File: config.mk
export PLATFORM = sky130hd
export DESIGN_NAME = bin_accum_flat
export DESIGN_NICKNAME = d
export VERILOG_FILES = /design/src/rtl/bnn_pkg.sv /design/src/rtl/bin_accum_if.sv /design/src/rtl/bin_decode.sv /design/src/rtl/bin_accum.sv /design/src/flat_wrapper.sv
export SDC_FILE = /design/constraint.sdc
export NUM_CORES = 1
export LEC_CHECK = 0
export CORE_AREA = 2 2 217 219
export DETAILED_ROUTE_END_ITERATION = 8
export DIE_AREA = 0 0 219 221
export HOLD_SLACK_MARGIN = 0.12
export PLACE_DENSITY = 0.53
export SLEW_MARGIN = 40
export SYNTH_ARGS = -nofsm -noshare
export SYNTH_HDL_FRONTEND = slang
export SYNTH_SLANG_ARGS = --single-unit
File: constraint.sdc
create_clock -name clk -period 7.6 [get_ports clk]
set_input_delay 2.28 -clock clk [delete_from_list [all_inputs] [get_ports clk]]
set_output_delay 2.28 -clock clk [all_outputs]
set_load 0.02 [all_outputs]
File: src/rtl/bnn_pkg.sv
// Shared definitions for the binarized datapath: the bipolar code points
// and the accumulator state machine encoding.
package bnn_pkg;

    localparam logic [1:0] BIN_POS = 2'b01;
    localparam logic [1:0] BIN_NEG = 2'b11;

    typedef enum logic {
        ACC = 1'b0,
        OUT = 1'b1
    } state_t;

endpackage

File: src/rtl/bin_accum_if.sv
// Beat stream in (binarized codes) and result stream out (per-lane sums)
// for the de-binarizing accumulator.
interface bin_accum_if #(
    parameter int depth        = 32,
    parameter int target_depth = 2,
    parameter int WIDTH        = 3,
    parameter int LEN          = 16
);
    logic                                      in_valid;
    logic                                      in_ready;
    logic                                      in_last;
    logic [WIDTH-1:0][target_depth-1:0]        data_binarized;
    logic                                      out_valid;
    logic                                      out_ready;
    logic [WIDTH-1:0][depth-1:0]               data_out;
    logic [$clog2(LEN+1)-1:0]                  out_beats;
    logic                                      out_err;

    modport master (
        output in_valid, in_last, data_binarized, out_ready,
        input  in_ready, out_valid, data_out, out_beats, out_err
    );

    modport slave (
        input  in_valid, in_last, data_binarized, out_ready,
        output in_ready, out_valid, data_out, out_beats, out_err
    );
endinterface

File: src/rtl/bin_decode.sv
// Maps one 2-bit bipolar code to a signed value (+1 / -1 / 0) and flags
// the two code points the binarizer never produces.
module bin_decode
    import bnn_pkg::*;
(
    input  logic [1:0]        code,
    output logic signed [1:0] val,
    output logic              invalid
);
    always_comb begin
        val     = 2'sb00;
        invalid = 1'b0;
        case (code)
            BIN_POS: val = 2'sb01;
            BIN_NEG: val = 2'sb11;
            default: invalid = 1'b1;
        endcase
    end
endmodule

File: src/rtl/bin_accum.sv
// Streaming de-binarizer: sums WIDTH lanes of bipolar codes over a vector of
// up to LEN beats and presents one signed sum per lane with a beat count.
module bin_accum
    import bnn_pkg::*;
#(
    parameter int depth        = 32,
    parameter int target_depth = 2,
    parameter int WIDTH        = 3,
    parameter int LEN          = 16
) (
    input logic       clk,
    input logic       rst_n,
    bin_accum_if.slave bus
);
    localparam int CW = $clog2(LEN + 1);

    if (target_depth != 2 || LEN < 1 || depth < $clog2(LEN + 1) + 1) begin : g_bad_cfg
        $error("bin_accum: illegal parameter combination");
    end

    function automatic logic signed [depth-1:0] sext2(input logic signed [1:0] v);
        return {{(depth-2){v[1]}}, v};
    endfunction

    state_t                   state_q, state_d;
    logic signed [1:0]        dec_val [WIDTH];
    logic [WIDTH-1:0]         dec_inv;
    logic signed [depth-1:0]  acc_q   [WIDTH];
    logic signed [depth-1:0]  sum_d   [WIDTH];
    logic signed [depth-1:0]  dout_q  [WIDTH];
    logic [CW-1:0]            cnt_q, cnt_d, beats_q;
    logic                     err_q, err_d, oerr_q;
    logic                     accept, close, release_out;

    for (genvar g = 0; g < WIDTH; g++) begin : g_lane
        bin_decode u_dec (
            .code    (bus.data_binarized[g]),
            .val     (dec_val[g]),
            .invalid (dec_inv[g])
        );
        assign bus.data_out[g] = dout_q[g];
    end

    // Decoded beat folded into the running sums; used both to update the
    // accumulators and to latch the result on the closing beat.
    always_comb begin
        for (int i = 0; i < WIDTH; i++) begin
            sum_d[i] = acc_q[i] + sext2(dec_val[i]);
        end
        cnt_d = cnt_q + CW'(1);
        err_d = err_q | (|dec_inv);
    end

    assign accept      = bus.in_valid & (state_q == ACC);
    assign close       = accept & (bus.in_last | (cnt_d == CW'(LEN)));
    assign release_out = (state_q == OUT) & bus.out_ready;

    assign bus.in_ready  = (state_q == ACC);
    assign bus.out_valid = (state_q == OUT);
    assign bus.out_beats = beats_q;
    assign bus.out_err   = oerr_q;

    always_ff @(posedge clk or negedge rst_n) begin
        if (!rst_n) begin
            state_q <= ACC;
        end else begin
            state_q <= state_d;
        end
    end

    always_comb begin
        state_d = state_q;
        case (state_q)
            ACC:     if (close) state_d = OUT;
            OUT:     if (bus.out_ready) state_d = ACC;
            default: state_d = ACC;
        endcase
    end

    // Accumulators clear only on the output handshake, so a vector closed by
    // the LEN limit and one closed by in_last behave identically.
    always_ff @(posedge clk or negedge rst_n) begin
        if (!rst_n) begin
            for (int i = 0; i < WIDTH; i++) begin
                acc_q[i]  <= '0;
                dout_q[i] <= '0;
            end
            cnt_q   <= '0;
            err_q   <= 1'b0;
            beats_q <= '0;
            oerr_q  <= 1'b0;
        end else if (release_out) begin
            for (int i = 0; i < WIDTH; i++) begin
                acc_q[i] <= '0;
            end
            cnt_q <= '0;
            err_q <= 1'b0;
        end else if (accept) begin
            for (int i = 0; i < WIDTH; i++) begin
                acc_q[i] <= sum_d[i];
            end
            cnt_q <= cnt_d;
            err_q <= err_d;
            if (close) begin
                for (int i = 0; i < WIDTH; i++) begin
                    dout_q[i] <= sum_d[i];
                end
                beats_q <= cnt_d;
                oerr_q  <= err_d;
            end
        end
    end
endmodule
File: src/flat_wrapper.sv
// flat-port wrapper written by rule: the top's interface ports become plain ports
module bin_accum_flat import bnn_pkg::*;
#(
    parameter int depth        = 32,
    parameter int target_depth = 2,
    parameter int WIDTH        = 3,
    parameter int LEN          = 16
)
  (clk, rst_n, bus_in_valid, bus_in_last, bus_data_binarized, bus_out_ready, bus_in_ready, bus_out_valid, bus_data_out, bus_out_beats, bus_out_err);
  bin_accum_if #(.depth(depth), .target_depth(target_depth), .WIDTH(WIDTH), .LEN(LEN)) bus_i ();
  input logic clk;
  input logic rst_n;
  input wire logic [$bits(bus_i.in_valid)-1:0] bus_in_valid;
  input wire logic [$bits(bus_i.in_last)-1:0] bus_in_last;
  input wire logic [$bits(bus_i.data_binarized)-1:0] bus_data_binarized;
  input wire logic [$bits(bus_i.out_ready)-1:0] bus_out_ready;
  output wire logic [$bits(bus_i.in_ready)-1:0] bus_in_ready;
  output wire logic [$bits(bus_i.out_valid)-1:0] bus_out_valid;
  output wire logic [$bits(bus_i.data_out)-1:0] bus_data_out;
  output wire logic [$bits(bus_i.out_beats)-1:0] bus_out_beats;
  output wire logic [$bits(bus_i.out_err)-1:0] bus_out_err;
  assign bus_i.in_valid = bus_in_valid;
  assign bus_i.in_last = bus_in_last;
  assign bus_i.data_binarized = bus_data_binarized;
  assign bus_i.out_ready = bus_out_ready;
  assign bus_in_ready = bus_i.in_ready;
  assign bus_out_valid = bus_i.out_valid;
  assign bus_data_out = bus_i.data_out;
  assign bus_out_beats = bus_i.out_beats;
  assign bus_out_err = bus_i.out_err;
  bin_accum #(.depth(depth), .target_depth(target_depth), .WIDTH(WIDTH), .LEN(LEN)) u_core (.clk(clk), .rst_n(rst_n), .bus(bus_i));
endmodule
### Word level (Yosys, flattened, before mapping)

Cells that the tools add are included.

| storage, ports and cells | value |
|---|---|
| flip-flop bits (word level) | 205 |
| output and inout bits | 104 |
| logic and storage cells | 50 |

| operators by class | value |
|---|---|
| bitwise gates (word level) | 7 |
| reductions and logical operators | 6 |
| add/sub/neg operators | 4 |
| eq/ne operators | 7 |
| multiplexer cells | 15 |

Operator list:

| kind | number |
|---|---|
| 96-bit two-way mux | 2 |
| 32-bit by 2-bit adder with 32-bit output | 3 |
| 2-bit one-hot mux with 2 select lines | 3 |
| 5-bit two-way mux | 2 |
| 1-bit two-way mux | 7 |
| 2-bit by 1-bit == test with 1-bit output (second input constant) | 3 |
| 2-bit == test (second input constant) | 3 |
| 2-bit OR reduction | 3 |
| 5-bit by 1-bit adder with 5-bit output (second input constant) | 1 |
| 5-bit == test (second input constant) | 1 |
| 1-bit AND | 3 |
| 3-bit AND reduction | 1 |
| 3-bit OR reduction | 1 |
| 1-bit inverter | 2 |
| 1-bit bitwise OR | 2 |
| 1-bit one-hot mux with 2 select lines | 1 |
| 2-bit nonzero test | 1 |

### Depth between registers and ports, before layout

Gate-level depths: netlist of run 1.

| depth | value |
|---|---|
| depth in word-level cells | 7 |
| depth in mapped cells | 15 |

### Cells and area by module

From an unflattened synthesis of run 1, not the netlist that was laid out.

| second synthesis, totals | value |
|---|---|
| cell total of the unflattened synthesis | 1,354 |
| area, all modules | 12,737.2 µm² |

Modules (own cells, without submodules):

| module | times used | area an instance (µm²) | cells an instance | sequential area each (µm²) |
|---|---|---|---|---|
| bin_accum | 1 | 12,695.9 | 1,345 | 5,129.9 |
| bin_decode | 3 | 13.8 | 3 | 0.0 |

### Worst setup path before layout of run 1

No wires, ideal clock.

| timing | value |
|---|---|
| path type | input port to flip-flop |
| from | input bus_data_binarized[1] |
| to | register u_core.dout_q, in the netlist u_core.bus.data_out[22] |
| buffers on the path | 3 |
| data arrival time | 5.366 ns |
| library setup time | 0.069 ns |
| cell stages on the path | 13 |
| setup slack | 2.165 ns |
| data required time | 7.531 ns |
| cells stage by stage | clkbuf_1 > nand2_1 > clkbuf_1 > clkbuf_1 > xnor2_1 > ha_1 > or4_1 > o31ai_1 > inv_1 > o2111ai_1 > mux2_2 > or3_1 > nand3_1 |

| on the way | value |
|---|---|
| longest elaborated chain between the ends | 3 |
| elaborated cells on any way between the ends | 4 |
| those cells by class | 1 x add/sub; 2 x eq/ne; 1 x mux |

RTL lines:

| element | RTL line | text |
|---|---|---|
| start: declaration | flat_wrapper.sv:15 | `input wire logic [$bits(bus_i.data_binarized)-1:0] bus_data_binarized;` |
| 2-bit == test or 2-bit by 1-bit == test with 1-bit output (tied branches) | bin_decode.sv:13 | `case (code)` |
| 2-bit one-hot mux with 2 select lines (*) | bin_decode.sv:13 |  |
| 32-bit by 2-bit adder with 32-bit output (*) | bin_accum.sv:48 | `sum_d[i] = acc_q[i] + sext2(dec_val[i]);` |
| end signal: indexed assignment | bin_accum.sv:106 | `dout_q[i] <= sum_d[i];` |
| end: declaration | bin_accum.sv:30 | `logic signed [depth-1:0] dout_q [WIDTH];` |

Every way passes the cells marked *; elsewhere a longest branch is shown, timed or not.
A chain may end at the register's enable or synchronous reset.

### Worst setup path in the final report of run 1

| timing | value |
|---|---|
| from | input bus_data_binarized[0] |
| to | register u_core.dout_q, in the netlist u_core.bus.data_out[22] |

The elaborated chain is that of the path after synthesis.

==> results.md, run 1 <==
Finish:
- The count of nets after finishing is 1,700.
- The share of post-route cells with drive strength above 1 is 6.76%.
- The filler-free cell count of the finished design is about 2,300.
- The area added between synthesis and finish is 17.1%.
- The count of antenna diodes in the layout is 0.
- The final core utilization is a little over a third.

Timing:
- The number of setup violations in the final report is 0.
- The post-route setup TNS is 0 ns.
- The transition time at the pin with the least slew margin is ~0.84 ns.
- Setup repair after global routing left no endpoint under its margin.
- The shortest period the worst path allows is about 5.6 ns.
- The achievable frequency is between 150 and 200 MHz.
- Between clock sinks in the finished design, the worst skew comes to around 0.012 ns.
- The number of pins exceeding their max-slew limit in the final report is 0.
- The normalized max-slew margin is 43.7%.
- The final critical-path share of the clock period is between 70 and 80%.
- The number of hold-slack violations in the final timing report is 0.

Die:
- The core region is 46,100 um2.
- The die span in x is ~220 um.
- Once the floorplan was initialized, standard cells occupied between 20% and 30% of the core.
- Measured along the y axis, the die boundary spans ~220 um.
- The initialized floorplan defines 79 standard-cell rows.
- Pin placement for this block handled ~120 I/O pins.
- The die covers just under 50,000 um2.

Clock network:
- Post-CTS timing repair inserted 0 buffers for setup.
- The buffer levels on the longest clock path is 3.
- Buffers inserted during clock tree synthesis total 26.
- In this run, post-CTS repair resized a total of 0 instances.
- The cell sitting at the root of the clock tree is a sky130_fd_sc_hd__clkbuf_16.
- The clock net sink count is 205.
- The number of buffers inserted for hold repair after clock tree synthesis is 0.
- The clock transition time at the flip-flop clock pins of the worst setup and hold paths is around 0.060 ns.
- At the later pin of the worst-skew pair, clock insertion delay measures 0.54 ns.
- The clock tree from TritonCTS is done.
- The number of H-tree levels is 1.

Placement:
- The placed wire-length estimate after detailed placement is 31,000 um.
- Including well taps, the total number of placed cells is 2,260.
- Port buffering added 114 buffers.
- At the end of routability-driven placement, the weighted congestion stood at just over 0.9.

Worst setup path:
- The worst setup path is of the primary input to flop kind.
- For the worst setup path, the data arrival time is 6.04 ns.
- The number of stages on the worst setup path is 12.
- For the worst flop-to-flop path, the logic depth is 8.
- The launch point of the worst path is bus_data_binarized[0].
- The critical path ends at u_core.bus.data_out[22]$_DFFE_PN0P_.
- Across all register-to-register paths, the minimum setup slack is 4.46 ns.
- The signal on the critical path passes through clkdlybuf4s50_1 -> buf_4 -> nand2_1 -> xnor2_1 -> ha_1 -> or4_1 -> o31ai_1 -> inv_1 -> o2111ai_1 -> mux2_2 -> or3_1 -> nand3_1.
- The sort of element at the start of the critical path is a primary input.
- The cell family contributing the most delay on the critical path is simple AND/OR/NAND/NOR gates.
- The origin of the critical flop-to-flop path is u_core.cnt_q[0]$_DFFE_PN0P_.
- The largest fanout on the critical path is 14.
- The slowest cell on the critical path is sky130_fd_sc_hd__clkdlybuf4s50_1.
- The required time at the worst-slack endpoint is a little over 8 ns.
- The count of buffering cells on the critical path with inverters included is 3.
- The delay of the slowest cell on the worst path is 0.76 ns.
- The reg-to-reg endpoint is u_core.bus.data_out[51]$_DFFE_PN0P_.
- The kind of end point of the critical path is a flop.

Yosys:
- Averaged over all synthesized cells, the footprint is ~8.2 um2.
- The share of flip-flops with an asynchronous set or reset after synthesis is 100%.
- The prevailing post-synth register cell is sky130_fd_sc_hd__dfrtp_1.
- During synthesis, Yosys emitted a total of 0 warnings.
- The number of distinct library cells after synthesis is 89.
- Synthesis produced 1,660 cells.
- The number of enable-type register cells in the synthesized netlist is 0.
- Counting every net in the synthesized netlist gives around 1,700.
- The portion of the post-synthesis area used by sequential elements is around 38%.
- Synthesis inferred 205 register bits.
- The area of the mapped netlist is between 10,000 and 15,000 um2.

Detailed routing:
- The count of nets left with antenna violations once routing finished came out at 0.
- After detailed routing, the average wire length per cell comes to 19.2 um.
- The via count normalized by instance count is approximately 5.5.
- The first detailed-routing pass ran for 5 iterations.
- In this run, the number of DRC markers left after iteration 0 of detailed routing was slightly above 800.
- The DRC violation count after routing is 0.
- The routed wire length is between 40,000 and 50,000 um.
- The total number of vias is 12,700.

Power:
- For this design the static power due to leakage is ~0.0064 uW.
- Power spread over the standard cell area amounts to approximately 380 nW/um2.
- IR analysis of the VDD net gives a maximum drop of just over 200 uV.

GRT:
- The number of global-route vias before repair is roughly 12,000.
- The first-pass GRT wire length is roughly 71,000 um.
- The maximum number of pins on one net before global-route repair is approximately 120.
- The global router's overall resource usage is 18.2%.
- The leftover overflow at the end of global routing is 0.
- The initial antenna violation count is 0.

Run status:
- The run finished with clean final reports.

Flow run:
- The count of maximum capacitance violations is 0.

Worst hold path:
- The tightest min-delay check is of the flop to flop type.
[cell type report]
type / count / area [um2]
Fill cell: 4826 / 30100
Multi-Input combinational cell: 1286 / 7840
Sequential cell: 205 / 5130
Timing Repair Buffer: 137 / 1350
Tap cell: 607 / 759
Clock buffer: 38 / 757
Inverter: 25 / 93.8
Clock inverter: 10 / 77.6
[logic make-up after synthesis]
kind of cell | share of synthesized area (%)
buffers and inverters | 5.50
XOR/XNOR | 5.77
AND/OR/NAND/NOR | 25.6
flip-flops | 37.5
adder cells (fa/ha/maj) | 0.733
AO/OA/AOI/OAI | 21.6
multiplexers | 3.21
[synth_stat cells (10+ instances only)]
cell / instances / area share (%)
sky130_fd_sc_hd__buf_1: 11 / 0.30
sky130_fd_sc_hd__o21ai_1: 43 / 1.6
sky130_fd_sc_hd__inv_1: 25 / 0.69
sky130_fd_sc_hd__a21oi_1: 47 / 1.7
sky130_fd_sc_hd__or3_1: 39 / 1.8
sky130_fd_sc_hd__or4_1: 25 / 1.4
sky130_fd_sc_hd__nand4_1: 33 / 1.5
sky130_fd_sc_hd__nand3_1: 40 / 1.5
sky130_fd_sc_hd__clkbuf_1: 112 / 3.1
sky130_fd_sc_hd__and3_1: 29 / 1.3
sky130_fd_sc_hd__a21boi_0: 10 / 0.55
sky130_fd_sc_hd__xor2_1: 23 / 1.5
sky130_fd_sc_hd__o21ai_0: 140 / 5.1
sky130_fd_sc_hd__and2_1: 14 / 0.64
sky130_fd_sc_hd__nor3_1: 49 / 1.8
sky130_fd_sc_hd__nor2_1: 75 / 2.1
sky130_fd_sc_hd__xnor2_1: 67 / 4.3
sky130_fd_sc_hd__nor4_1: 29 / 1.3
sky130_fd_sc_hd__nand2_1: 281 / 7.7
sky130_fd_sc_hd__a22o_1: 21 / 1.3
sky130_fd_sc_hd__or2_2: 12 / 0.55
sky130_fd_sc_hd__a21o_1: 20 / 1.1
sky130_fd_sc_hd__dfrtp_1: 205 / 38
sky130_fd_sc_hd__o31ai_1: 25 / 1.4
sky130_fd_sc_hd__a31oi_1: 23 / 1.1
sky130_fd_sc_hd__mux2i_1: 32 / 2.3
[state kept, by name, indices dropped and copies added (netlist names)]
name	count
u_core.err_q	1
u_core.bus.out_err	1
u_core.bus.out_beats	5
u_core.bus.out_valid	1
u_core.acc_q	96
u_core.cnt_q	5
u_core.bus.data_out	96
[stage by stage]
step                      hold slack (ns)  total power [uW]  worst slack, ns  instance area, um2
after floorplan                     0.470              3770             2.16               13700
after global placement              0.464              4790             1.43               15100
after detailed placement            0.462              4800             1.49               15200
after CTS                           0.479              6070             2.05               16000
after global routing                0.507              6460             1.80               16000
final                               0.472              6010             2.03               16000
[cells in the final DEF, fill, tap and decap left out, types with 8 or more instances in the layout]
| cell type | Yosys | layout |
|---|---|---|
| sky130_fd_sc_hd__nand2_1 | 281 | 279 |
| sky130_fd_sc_hd__dfrtp_1 | 205 | 205 |
| sky130_fd_sc_hd__o21ai_0 | 140 | 140 |
| sky130_fd_sc_hd__clkdlybuf4s50_1 | 0 | 113 |
| sky130_fd_sc_hd__nor2_1 | 75 | 73 |
| sky130_fd_sc_hd__xnor2_1 | 67 | 67 |
| sky130_fd_sc_hd__nor3_1 | 49 | 49 |
| sky130_fd_sc_hd__a21oi_1 | 47 | 46 |
| sky130_fd_sc_hd__o21ai_1 | 43 | 43 |
| sky130_fd_sc_hd__nand3_1 | 40 | 40 |
| sky130_fd_sc_hd__or3_1 | 39 | 39 |
| sky130_fd_sc_hd__nand4_1 | 33 | 33 |
| sky130_fd_sc_hd__mux2i_1 | 32 | 32 |
| sky130_fd_sc_hd__and3_1 | 29 | 29 |
| sky130_fd_sc_hd__nor4_1 | 29 | 27 |
| sky130_fd_sc_hd__clkbuf_16 | 0 | 27 |
| sky130_fd_sc_hd__inv_1 | 25 | 25 |
| sky130_fd_sc_hd__or4_1 | 25 | 25 |
| sky130_fd_sc_hd__o31ai_1 | 25 | 25 |
| sky130_fd_sc_hd__a31oi_1 | 23 | 23 |
| sky130_fd_sc_hd__xor2_1 | 23 | 23 |
| sky130_fd_sc_hd__a22o_1 | 21 | 21 |
| sky130_fd_sc_hd__a21o_1 | 20 | 20 |
| sky130_fd_sc_hd__buf_4 | 1 | 18 |
| sky130_fd_sc_hd__and2_1 | 14 | 14 |
| sky130_fd_sc_hd__or2_2 | 12 | 12 |
| sky130_fd_sc_hd__a21boi_0 | 10 | 10 |
| sky130_fd_sc_hd__o22ai_1 | 9 | 9 |
| sky130_fd_sc_hd__nor3b_1 | 8 | 8 |
| sky130_fd_sc_hd__and4_1 | 8 | 8 |
| sky130_fd_sc_hd__o2111ai_1 | 8 | 8 |
| sky130_fd_sc_hd__mux2_2 | 8 | 8 |
| sky130_fd_sc_hd__ha_1 | 8 | 8 |
| sky130_fd_sc_hd__clkinv_2 | 0 | 8 |
[how the worst min path moves through the flow]
stage | from | endpoint | slack [ns] | cells after the start
2_1_floorplan | u_core.acc_q[0]$_DFFE_PN0P_ | u_core.acc_q[0]$_DFFE_PN0P_ | 0.47 | 1
3_3_place_gp | u_core.bus.data_out[34]$_DFFE_PN0P_ | u_core.bus.data_out[34]$_DFFE_PN0P_ | 0.46 | 2
3_5_place_dp | u_core.bus.data_out[34]$_DFFE_PN0P_ | u_core.bus.data_out[34]$_DFFE_PN0P_ | 0.46 | 2
4_1_cts | u_core.bus.data_out[66]$_DFFE_PN0P_ | u_core.bus.data_out[66]$_DFFE_PN0P_ | 0.48 | 2
5_1_grt | u_core.bus.data_out[34]$_DFFE_PN0P_ | u_core.bus.data_out[34]$_DFFE_PN0P_ | 0.51 | 2
6_report | u_core.bus.data_out[66]$_DFFE_PN0P_ | u_core.bus.data_out[66]$_DFFE_PN0P_ | 0.47 | 2
[per-layer routing]
metal / up-vias / track usage (%) / wire, um / part of all wire (%)
met1: 6217 / 26.0 / 21300 / 48
met4: 0 / 4.34 / 815 / 1.8
met2: 288 / 29.0 / 20300 / 46
li1: 6099 / - / - / -
met5: - / 0 / 0 / 0
met3: 48 / 2.31 / 1890 / 4.3
[where the power goes]
group          internal (uW)  total [uW]  switching (uW)  leakage (uW)
logic                   1160        2700            1530       0.00328
clock network            721        1220             497      0.000415
registers               1490        2100             609       0.00272
[tightest hold or removal path, stage by stage, from the launching register on]
cell                      delay [ns]
sky130_fd_sc_hd__dfrtp_1        0.34
sky130_fd_sc_hd__nand2_1        0.05
sky130_fd_sc_hd__nand2_1        0.05
Note: power is estimated with default switching activity, not from simulation.
==> inputs of run 2 (changes only) <==
clock period = 5.7 ns   (was 7.6 ns; I/O delays follow)
==> results.md, run 2 (same netlist as run 1, synthesis figures left out) <==
Placement:
- The count of input and output buffers came to 114 (unchanged).
- The weighted congestion at the end of routability-driven global placement is 0.887 (was 0.911).
- The placed wire-length estimate after detailed placement is 31,200 um (was 31,000 um).
- The setup slack at placement came to 0.778 ns (was 1.49 ns).

Worst hold path:
- The class of the most critical hold timing path is flop to flop (unchanged).

Die:
- The number of rows created at floorplan was 79 (unchanged).
- The die span in x came to 219 um (unchanged).
- The die extent in y is 221 um (unchanged).
- The initial cell density of the core came to 29.7% (unchanged).
- The die footprint is 48,400 um2 (unchanged).
- The number of top-level pins is 115 (unchanged).
- The total core area was 46,100 um2 (unchanged).

Worst setup path:
- The arrival time reported for the critical path endpoint came to 4.91 ns (was 6.04 ns).
- The slowest cell on the critical path is sky130_fd_sc_hd__clkdlybuf4s50_1 (unchanged).
- List of cells traversed by the critical path: clkdlybuf4s50_1 -> nand2_1 -> nand2_1 -> nand2_1 -> ha_1 -> and4_1 -> o21ai_0 -> a222oi_1 -> buf_4 -> o21ai_1 -> nand4b_1 -> and3_1 -> o31ai_1 (was clkdlybuf4s50_1 -> buf_4 -> nand2_1 -> xnor2_1 -> ha_1 -> or4_1 -> o31ai_1 -> inv_1 -> o2111ai_1 -> mux2_2 -> or3_1 -> nand3_1).
- The sort of element at the start of the critical path is a primary input (unchanged).
- The required time at the worst-slack endpoint is 6.15 ns (was 8.07 ns).
- The category of cells accounting for the largest share of critical-path delay is simple AND/OR/NAND/NOR gates (unchanged).
- The count of buffering cells on the critical path with inverters included is 2 (was 3).
- The critical setup path kind was primary input to flop (unchanged).
- The cell occurring most often along the worst timing path is sky130_fd_sc_hd__nand2_1.
- The largest fanout on the critical path is 9 (was 14).
- The delay of the slowest cell on the worst path is 0.65 ns (was 0.76 ns).
- The kind of end point of the critical path is a flop (unchanged).

Clock network:
- The worst-skew pair later-pin latency is 0.57 ns (was 0.54 ns).
- The number of setup buffers added after CTS is 0 (unchanged).
- The post-CTS resize count is 0 (unchanged).
- The library cell used as clock root buffer is sky130_fd_sc_hd__clkbuf_16 (unchanged).
- The buffer levels on the longest clock path is 3 (unchanged).
- The clock transition time at the flip-flop clock pins of the worst setup and hold paths came to 0.06 ns (about the same).
- The clock tree from TritonCTS was done (unchanged).
- The number of H-tree levels is 1 (unchanged).
- The clock net sink count is 205 (unchanged).
- The number of buffers inserted for hold repair after clock tree synthesis is 0 (unchanged).
- The total CTS buffers came to 27 (was 26).

GRT:
- The initial antenna violation count is 0 (unchanged).
- The global router's overall resource usage is 18.2% (about the same).
- The first-pass GRT wire length is 71,300 um (about the same).
- The leftover overflow at the end of global routing is 0 (unchanged).
- The number of global-route vias before repair is 12,300 (was 12,100).
- The maximum number of pins on one net before global-route repair is 92 (was 116).

Detailed routing:
- The violation count after the first detailed-routing iteration was 910 (was 822).
- The via count normalized by instance count was 5.45 (was 5.48).
- The total iterations of the first detailed-routing run is 5 (unchanged).
- The number of nets with antenna violations after routing is 0 (unchanged).
- The total number of vias is 12,700 (about the same).
- The routed wire length is 44,400 um (was 44,300 um).
- The DRC violation count after routing is 0 (unchanged).
- The average wire per standard cell was 19.1 um (was 19.2 um).

Power:
- The static power due to leakage is 0.00653 uW (was 0.00642 uW).
- The total power density per cell area came to 501 nW/um2 (was 376 nW/um2).
- The maximum VDD drop is 227 uV (was 207 uV).

Finish:
- The count of nets after finishing is 1,717 (was 1,700).
- Most frequent cells in the layout: sky130_fd_sc_hd__nand2_1 (279), sky130_fd_sc_hd__dfrtp_1 (205), sky130_fd_sc_hd__o21ai_0 (140), sky130_fd_sc_hd__clkdlybuf4s50_1 (113), sky130_fd_sc_hd__nor2_1 (73) (unchanged).
- The share of post-route cells with drive strength above 1 is 7.80% (was 6.76%).
- The count of antenna diodes in the layout came to 0 (unchanged).
- The most frequent standard cell in the layout excluding fill and tap cells is sky130_fd_sc_hd__nand2_1 (unchanged).
- The area added between synthesis and finish was 18.4% (was 17.1%).

Flow run:
- The count of maximum capacitance violations is 0 (unchanged).

Timing:
- The post-route setup TNS was 0 ns (unchanged).
- The number of hold-slack violations in the final timing report came to 0 (unchanged).
- The number of pins exceeding their max-slew limit in the final report is 0 (unchanged).
- For the finished layout, the period the worst path requires is between 4 and 5 ns.
- The worst path uses 78.2% of the clock period.
- The worst clock skew is 0.0194 ns (was 0.0117 ns).
- The normalized max-slew margin is 48.3% (was 43.7%).
- The number of setup violations in the final report came to 0 (unchanged).
- The final setup slack of the worst path is 1.24 ns (was 2.03 ns).
- RSZ-0062 raised after global routing: no (unchanged).
- Derived from the worst setup path, the maximum achievable clock frequency is roughly 220 MHz.
- The transition time at the pin with the least slew margin is 0.776 ns (was 0.837 ns).

Run status:
- Outcome: complete, no violations (unchanged).
run 2: cell types whose count changed in the layout (fill, tap and decap cells not counted), moves of 2 or more:
cell                       previous run  this run
sky130_fd_sc_hd__clkbuf_8             4         7
sky130_fd_sc_hd__clkinv_2             8         5
sky130_fd_sc_hd__clkbuf_1             7         4
sky130_fd_sc_hd__buf_12               1         3
sky130_fd_sc_hd__buf_1                2         0
sky130_fd_sc_hd__buf_4               18        36
run 2: per-layer routing:
| metal | vias to the layer above | global-route usage (%) | share of wire (%) |
|---|---|---|---|
| met5 | - | 0 | 0 |
| met4 | 0 | 4.36 | 1.9 |
| met3 | 51 | 2.45 | 4.6 |
| met2 | 308 | 29.5 | 46 |
| met1 | 6202 | 25.8 | 47 |
| li1 | 6116 | - | - |
run 2: layout make-up:
type                            instances  area (um2)
Clock buffer                           38         787
Inverter                               25        93.8
Sequential cell                       205        5130
Tap cell                              607         759
Timing Repair Buffer                  153        1480
Clock inverter                         10        98.8
Fill cell                            4838       29900
Multi-Input combinational cell       1286        7830
run 2: power by group:
group | switching (uW) | total (uW) | internal [uW]
Combinational | 2040 | 3600 | 1570
Sequential | 812 | 2800 | 1990
Clock | 695 | 1700 | 1010
Total | 3540 | 8110 | 4560
run 2: final timing paths:
| check | from | endpoint | slack, ns | cells after the start |
|---|---|---|---|---|
| setup reg to reg | u_core.acc_q[77]$_DFFE_PN0P_ | u_core.bus.data_out[28]$_DFFE_PN0P_ | 2.70 | 7 |
| min in group asynchronous | rst_n | u_core.bus.data_out[80]$_DFFE_PN0P_ | 1.16 | 1 |
| hold / removal | u_core.bus.data_out[51]$_DFFE_PN0P_ | u_core.bus.data_out[51]$_DFFE_PN0P_ | 0.47 | 2 |
| setup / recovery | bus_data_binarized[2] | u_core.bus.data_out[58]$_DFFE_PN0P_ | 1.24 | 13 |
| max in group asynchronous | rst_n | u_core.bus.data_out[52]$_DFFE_PN0P_ | 3.54 | 2 |
| hold reg to reg | u_core.bus.data_out[51]$_DFFE_PN0P_ | u_core.bus.data_out[51]$_DFFE_PN0P_ | 0.47 | 2 |
run 2: worst register-to-register path: stages (launching register included):
cell and delay [ns]:
sky130_fd_sc_hd__dfrtp_1 0.51, sky130_fd_sc_hd__or4_1 0.62, sky130_fd_sc_hd__a2bb2o_1 0.41, sky130_fd_sc_hd__o2111ai_1 0.37
sky130_fd_sc_hd__a2111oi_1 0.54, sky130_fd_sc_hd__a31oi_1 0.13, sky130_fd_sc_hd__xor2_1 0.20, sky130_fd_sc_hd__o21ai_1 0.13
run 2: stage by stage:
step / hold WS (ns) / area, um2 / utilization (%) / power, uW / instances
after global placement: 0.460 / 15300 / 33.1 / 6390 / 2275
after global routing: 0.501 / 16200 / 35.1 / 8710 / 2324
after detailed placement: 0.464 / 15300 / 33.1 / 6410 / 2275
final: 0.471 / 16200 / 35.1 / 8110 / 2324
after CTS: 0.476 / 16100 / 35.1 / 8180 / 2323
after floorplan: 0.470 / 13700 / - / 5030 / 1660
